==> config.mk <==
export PLATFORM = sky130hd
export DESIGN_NAME = gpr_mp
export DESIGN_NICKNAME = d
export VERILOG_FILES = /design/src/rtl/gpr_mp.sv
export SDC_FILE = /design/constraint.sdc
export NUM_CORES = 2
export LEC_CHECK = 0
export CORE_MARGIN = 2
export CORE_UTILIZATION = 42
export DETAILED_ROUTE_END_ITERATION = 8
export PLACE_DENSITY_LB_ADDON = 0.08
export SYNTH_ARGS = -nofsm -noshare
export SYNTH_HDL_FRONTEND = slang
export SYNTH_SLANG_ARGS = --single-unit
==> constraint.sdc <==
create_clock -name clk -period 31.9 [get_ports clk]
set_input_delay 4.785 -clock clk [delete_from_list [all_inputs] [get_ports clk]]
set_output_delay 4.785 -clock clk [all_outputs]
set_load 0.03 [all_outputs]
==> src/rtl/gpr_mp.sv <==
// Multi-ported general-purpose register file: two bypassed read ports, two prioritised
// write ports, a per-register busy scoreboard and a sequential soft-clear engine.
module gpr_mp #(
  parameter int DATA_W   = 32,
  parameter int ADDR_W   = 5,
  parameter bit ZERO_REG = 1'b1
) (
  input  logic              clk,
  input  logic              reset,
  input  logic [ADDR_W-1:0] rd_addr_0,
  output logic [DATA_W-1:0] rd_data_0,
  output logic              busy_0,
  input  logic [ADDR_W-1:0] rd_addr_1,
  output logic [DATA_W-1:0] rd_data_1,
  output logic              busy_1,
  input  logic              we0_,
  input  logic [ADDR_W-1:0] wr_addr_0,
  input  logic [DATA_W-1:0] wr_data_0,
  input  logic              we1_,
  input  logic [ADDR_W-1:0] wr_addr_1,
  input  logic [DATA_W-1:0] wr_data_1,
  input  logic              sb_set_,
  input  logic [ADDR_W-1:0] sb_addr,
  input  logic              clr_req,
  output logic              clr_busy
);

  localparam int DEPTH = 1 << ADDR_W;

  typedef enum logic {IDLE, CLEAR} state_e;

  state_e              state_q, state_d;
  logic [ADDR_W-1:0]   clr_cnt_q, clr_cnt_d;
  logic [DATA_W-1:0]   regs_q [DEPTH];
  logic [DATA_W-1:0]   regs_d [DEPTH];
  logic [DEPTH-1:0]    busy_q, busy_d;

  logic                idle;
  logic                wr_en0, wr_en1, sb_en;
  logic [ADDR_W-1:0]   rd_addr [2];
  logic [DATA_W-1:0]   rd_data [2];
  logic                rd_busy [2];

  assign idle   = (state_q == IDLE);
  // Enables already exclude the hardwired zero register, so bypass and scoreboard need no extra check.
  assign wr_en0 = !we0_    && idle && !(ZERO_REG && (wr_addr_0 == '0));
  assign wr_en1 = !we1_    && idle && !(ZERO_REG && (wr_addr_1 == '0));
  assign sb_en  = !sb_set_ && idle && !(ZERO_REG && (sb_addr   == '0));

  always_comb begin
    state_d   = state_q;
    clr_cnt_d = clr_cnt_q;
    case (state_q)
      IDLE: begin
        if (clr_req) begin
          state_d   = CLEAR;
          clr_cnt_d = '0;
        end
      end
      CLEAR: begin
        clr_cnt_d = clr_cnt_q + ADDR_W'(1);
        if (clr_cnt_q == ADDR_W'(DEPTH - 1)) state_d = IDLE;
      end
      default: state_d = IDLE;
    endcase
  end

  // Port 1 is applied last so it wins an address collision.
  always_comb begin
    regs_d = regs_q;
    busy_d = busy_q;
    if (!idle) begin
      regs_d[clr_cnt_q] = '0;
      busy_d[clr_cnt_q] = 1'b0;
    end else begin
      if (wr_en0) begin
        regs_d[wr_addr_0] = wr_data_0;
        busy_d[wr_addr_0] = 1'b0;
      end
      if (wr_en1) begin
        regs_d[wr_addr_1] = wr_data_1;
        busy_d[wr_addr_1] = 1'b0;
      end
      if (sb_en) busy_d[sb_addr] = 1'b1;
    end
    if (ZERO_REG) busy_d[0] = 1'b0;
  end

  always_ff @(posedge clk or posedge reset) begin
    if (reset) begin
      state_q   <= IDLE;
      clr_cnt_q <= '0;
      busy_q    <= '0;
      for (int i = 0; i < DEPTH; i++) regs_q[i] <= '0;
    end else begin
      state_q   <= state_d;
      clr_cnt_q <= clr_cnt_d;
      busy_q    <= busy_d;
      for (int i = 0; i < DEPTH; i++) regs_q[i] <= regs_d[i];
    end
  end

  assign rd_addr[0] = rd_addr_0;
  assign rd_addr[1] = rd_addr_1;

  always_comb begin
    for (int p = 0; p < 2; p++) begin
      rd_data[p] = regs_q[rd_addr[p]];
      rd_busy[p] = busy_q[rd_addr[p]];
      if (wr_en1 && (wr_addr_1 == rd_addr[p])) begin
        rd_data[p] = wr_data_1;
        rd_busy[p] = 1'b0;
      end else if (wr_en0 && (wr_addr_0 == rd_addr[p])) begin
        rd_data[p] = wr_data_0;
        rd_busy[p] = 1'b0;
      end
      if (ZERO_REG && (rd_addr[p] == '0)) begin
        rd_data[p] = '0;
        rd_busy[p] = 1'b0;
      end
    end
  end

  assign rd_data_0 = rd_data[0];
  assign rd_data_1 = rd_data[1];
  assign busy_0    = rd_busy[0];
  assign busy_1    = rd_busy[1];
  assign clr_busy  = (state_q == CLEAR);

endmodule
## After elaboration in Yosys (flattened, before gate mapping)

Index checks and enable logic that the tools add are counted.

| word-level totals | value |
|---|---|
| bits in registers | 1061 |
| input port bits | 95 |

| cells by class | value |
|---|---|
| bitwise gates (word level) | 15 |
| equal/unequal tests | 6 |
| add/subtract/negate cells | 1 |
| $lt $le $gt $ge | 18 |
| reduce and logical (&&, ||, !) cells | 28 |
| muxes and demuxes | 53 |

Operators by type and width:

| operator | number |
|---|---|
| $mux W1024 | 4 |
| $bwmux W1024 | 2 |
| $and A1024 B1024 Y1024 | 1 |
| $not A1024 Y1024 | 1 |
| $mux W32 | 19 |
| $demux W32 S5 | 3 |
| $bmux W32 S5 | 2 |
| $and A32 B32 Y32 | 3 |
| $not A32 Y32 | 3 |
| $lt A5 B6 Y1 const B | 6 |
| $or A32 B32 Y32 | 1 |
| $ge A6 B6 Y1 const B | 5 |
| $not A5 Y6 | 5 |
| $logic_not A5 Y1 | 5 |
| $demux W1 S5 | 4 |
| $eq A5 B5 Y1 | 4 |
| $ge A5 B1 Y1 const B | 4 |
| $lt A6 B1 Y1 const B | 3 |
| $logic_and A1 B1 Y1 | 17 |
| $mux W1 | 14 |
| $bmux W1 S5 | 2 |
| $pmux W5 S2 | 1 |
| $logic_not A1 Y1 | 6 |
| $add A5 B1 Y5 const B | 1 |
| other kinds (5) | 5 |

## Depth between registers and ports, before layout

| logic depth | value |
|---|---|
| depth after elaboration | 14 |
| gate-level depth with buffers | 11 |
| gate-level depth less buffers | 6 |

## Worst setup path after synthesis

No wires, ideal clock.

| timing path | value |
|---|---|
| path type | input port to output port |
| start | input wr_addr_1[2] |
| end | output rd_data_0[12] |
| stages | 9 |
| path slack | 20.303 ns |
| data arrival time | 6.812 ns |
| data required time | 27.115 ns |
| cell sequence | buf_2 > nor3_2 > a21oi_1 > and4_1 > buf_2 > nor2_1 > nand2_1 > clkbuf_1 > o31ai_1 |

| between the ends | value |
|---|---|
| longest elaborated chain between the ends | 6 |
| elaborated cells on any way between the ends | 7 |

Ends and longest elaborated chain:

| item | line | source |
|---|---|---|
| start: declaration | 20 | `input logic [ADDR_W-1:0] wr_addr_1,` |
| $logic_not A5 Y1 | 47 | `assign wr_en1 = !we1_ && idle && !(ZERO_REG && (wr_addr_1 == '0));` |
| $logic_not A1 Y1 | 47 |  |
| $logic_and A1 B1 Y1 | 47 |  |
| $logic_and A1 B1 Y1 * | 110 | `if (wr_en1 && (wr_addr_1 == rd_addr[p])) begin` |
| $mux W32 * | 110 |  |
| $mux W32 * | 117 | `if (ZERO_REG && (rd_addr[p] == '0)) begin` |
| end: declaration | 11 | `output logic [DATA_W-1:0] rd_data_0,` |

Every way passes the cells marked *; elsewhere a longest branch is shown, timed or not.

## Worst setup path after layout

| timing path | value |
|---|---|
| start | input rd_addr_0[1] |
| end | output rd_data_0[19] |

| between the ends | value |
|---|---|
| longest elaborated chain between the ends | 7 |
| elaborated cells on any way between the ends | 12 |

Ends and longest elaborated chain:

| item | line | source |
|---|---|---|
| start: declaration | 10 | `input logic [ADDR_W-1:0] rd_addr_0,` |
| $not A5 Y6 (not written as such) | 108 | `rd_data[p] = regs_q[rd_addr[p]];` |
| $bmux W32 S5 | 108 |  |
| $mux W32 (not written as such) (2 in series) | 108 |  |
| $mux W32 | 113 | `end else if (wr_en0 && (wr_addr_0 == rd_addr[p])) begin` |
| $mux W32 | 110 |  |
| $mux W32 * | 117 |  |

Every way passes the cells marked *; elsewhere a longest branch is shown, timed or not. The select of a mux whose other input is x is not followed.

==> reports/summary.txt <==
mapped cell area = 79600 um^2
top cell family by delay on the critical path = buffers and inverters
Die H = 439 um
Pleak = 40.8 nW
P&R area growth vs syn = 7.46%
critical path type = in -> out
hold-fix buffers at CTS = 0
Worst Setup EP = rd_data_0[19]
multiplexer share of the synthesized area = 22.2%
Critical R2R Capture = regs_q[135]$_DFF_PP0_
Hold Crit Class = reg -> reg
core area = 188000 um^2
Compound-Gate Fraction of Synth Area = 24.4%
unrepaired setup endpoints after global routing = no
# resized after CTS = 0
status = finished with violations
Synth Net Count = 8709
worst slew pin tran = 1.56 ns
number of global-route vias before repair = 71800
period utilization = 47.5%
die width = 439 um
largest family of logic cells by synthesized area = compound AO/OA/AOI/OAI gates
CP max stage cell = o31ai_1
Clk pin slew, worst setup/hold paths = 0.06 ns
Vias/cell = 7.10
PD cells = 60.5 nW/um^2
IO Pins = 162
final setup vio count = 0
Clock Skews = 0.0219 ns
Setup TNS = 0 ns
most common cell after layout, fill and taps aside = dfrtp_1
Critical Path Max Stage Delay = 1.10 ns
total number of vias = 75300
Synth Register Bits = 1061
asr flop ratio synth = 100%
CTS Root Cell = clkbuf_16
Max-Cap Viols = 2
failing checks = capacitance limit, slew limit
first-pass GRT wire length = 527 mm
Seq/Total Area, Yosys = 33.4%
buffer count from post-CTS setup fixing = 0
reg-to-reg startpoint = clr_busy$_DFF_PP0_
Final Slew Violations = 21
min Tclk post-route = 15.14 ns
final worst hold slack = 0.507 ns
initial core utilization = 42.3%
DRC violations left = 0
reg-to-reg slack, setup = 26.32 ns
CP arrival = 10.35 ns
largest net degree at the start of global routing = 150
CP Data Required Time = 27.12 ns
syn avg cell area = 9.24 um^2
DP HPWL = 220 mm
Critical path origin = rd_addr_0[1]
Congestion Overflow GR = 0
Rows = 159
Max clock buf depth = 3
CP most frequent cell = buf_4
Final Net Count = 8115
Skew-Pair Late Insertion Delay = 0.83 ns
most frequent cells in the layout = 1060 x dfrtp_1, 905 x a21o_1, 898 x nor2_1, 897 x mux2i_1, 663 x nand2_1
Buf/Inv on CP = 4
worst-case reg-to-reg path depth = 7
drt first pass iters = 8
initial antenna violation count = 10
TritonCTS clock tree = yes
clock tree sinks = 1061
final hold violation count = 0
Worst path depth = 9
fill count = 17900
cell count after synthesis = 8609
peak fanout along the critical path = 62
Total GRT Usage = 36.8%
Worst setup EP type = primary output
Distinct cells, synth = 66
Post-Synth Adder-Cell Area = 0.0786%
number of synthesized flops with an enable pin = 0
Worst slew margin = -4.52%
Routed WL = 365 mm
Port-buffer cells = 161
GP Congestion = 0.996
worst vdd ir = 58.0 uV
H-tree depth = 4
type of origin of the critical path = primary input
overall die area = 193000 um^2
Synth Flop Type = dfrtp_1
share of cells above drive strength 1 = 12.6%
Critical Path, Cell by Cell = buf_8 -> buf_4 -> buf_4 -> nand3b_4 -> o221ai_1 -> a21o_1 -> a21oi_1 -> o31ai_1 -> clkdlybuf4s50_1
fmax = 66.1 MHz
initial DRC count = 10100
YS warnings = 0
wire per inst = 34.4 um
antenna violation net count after detailed routing = 0
clock buffer count from CTS = 139
post-synthesis simple-gate area fraction = 13.1%
post-synthesis xor/xnor area fraction = 0.231%
-- worst register-to-register path: cells and delay by family, from the launching register on --
| kind | cells | cell delay, ns |
|---|---|---|
| AOI/OAI and AO/OA | 2 | 0.40 |
| buffers and inverters | 5 | 4.18 |
| DFF | 1 | 0.89 |
-- Yosys cell counts (10+ instances only) --
cell type | count | area share, %
a211o_1 | 31 | 0.34
a211oi_1 | 604 | 5.7
a21o_1 | 905 | 8.5
a21oi_1 | 80 | 0.50
a22o_1 | 31 | 0.34
a22oi_1 | 79 | 0.75
a311oi_1 | 331 | 3.6
a32oi_1 | 18 | 0.20
and2_1 | 36 | 0.28
and3_1 | 34 | 0.27
buf_1 | 93 | 0.44
buf_2 | 231 | 1.5
buf_4 | 78 | 0.74
buf_6 | 46 | 0.65
clkbuf_1 | 665 | 3.1
clkbuf_2 | 27 | 0.17
dfrtp_1 | 1061 | 33
mux2_2 | 126 | 1.8
mux2i_1 | 897 | 11
mux4_2 | 324 | 9.2
nand2_1 | 697 | 3.3
nand2b_1 | 17 | 0.13
nand3_1 | 580 | 3.6
nor2_1 | 900 | 4.2
nor2_4 | 11 | 0.16
nor2b_1 | 10 | 0.079
nor3_1 | 12 | 0.075
nor4_1 | 32 | 0.25
o21a_1 | 23 | 0.22
o21ai_0 | 303 | 1.9
o221ai_1 | 62 | 0.68
o22ai_1 | 124 | 0.98
o31ai_1 | 32 | 0.30
xor2_1 | 14 | 0.15
-- stage by stage --
stage	utilization (%)	cells	cell area, um^2	setup slack (ns)	power, mW
2_1_floorplan	-	8609	79600	12.48	2.91
4_1_cts	45.5	10600	85500	16.95	5.12
6_report	45.5	10600	85500	16.76	5.17
3_3_place_gp	43.2	10400	81100	17.00	3.50
5_1_grt	45.5	10600	85500	16.84	5.35
3_5_place_dp	43.2	10400	81100	16.98	3.55
-- routing by layer --
| metal | part of all wire [%] | up-vias | global-route usage [%] |
|---|---|---|---|
| met5 | 0.013 | - | 0 |
| met4 | 5.0 | 8 | 18.0 |
| met3 | 12 | 994 | 11.2 |
| met2 | 43 | 4790 | 53.1 |
| met1 | 41 | 38500 | 50.0 |
| li1 | - | 31000 | - |
-- worst min-delay path by stage --
stage | start | to | slack (ns) | depth (start not counted)
after floorplan | regs_q[1000]$_DFF_PP0_ | regs_q[1000]$_DFF_PP0_ | 0.47 | 1
after global placement | regs_q[1019]$_DFF_PP0_ | regs_q[1019]$_DFF_PP0_ | 0.48 | 1
after detailed placement | regs_q[1018]$_DFF_PP0_ | regs_q[1018]$_DFF_PP0_ | 0.49 | 1
after CTS | regs_q[1011]$_DFF_PP0_ | regs_q[1011]$_DFF_PP0_ | 0.50 | 1
after global routing | regs_q[1016]$_DFF_PP0_ | regs_q[1016]$_DFF_PP0_ | 0.53 | 1
final | regs_q[1019]$_DFF_PP0_ | regs_q[1019]$_DFF_PP0_ | 0.51 | 1
-- cell type report --
class                      instances  area, um^2  area share (%)
clock inverter                    28         313           0.366
inverter                           4        18.8          0.0220
sequential                      1061       26600            31.1
tap                             2495        3120            3.65
timing repair buffer             410        3480            4.07
antenna                            3        7.51         0.00878
multi-input combinational       6399       48000            56.1
clock buffer                     213        4040            4.72
-- power breakdown --
part           total (mW)  internal [mW]  switching, mW  leakage (nW)
Sequential           1.99           1.64          0.350          14.7
Combinational        1.62          0.596           1.02          23.9
Clock                1.57          0.889          0.681          2.13
-- cells by family (layout without fill, tap and decap cells) --
logic type                 count (synthesis)  after routing
xor gates and xnor gates                  21             21
AOI/OAI and AO/OA                       2650           2650
muxes                                   1347           1347
buffers and inverters                   1149            655
DFF                                     1061           1061
adders and majority gates                  5              5
other                                      0              3
and+or+nand+nor                         2376           2376
-- flip-flops by register name (all words and copies together), names as in the netlist --
register and flops:
regs_q 1024, clr_busy 1, busy_q 31, clr_cnt_q 5
(Power assumes the default switching activity.)
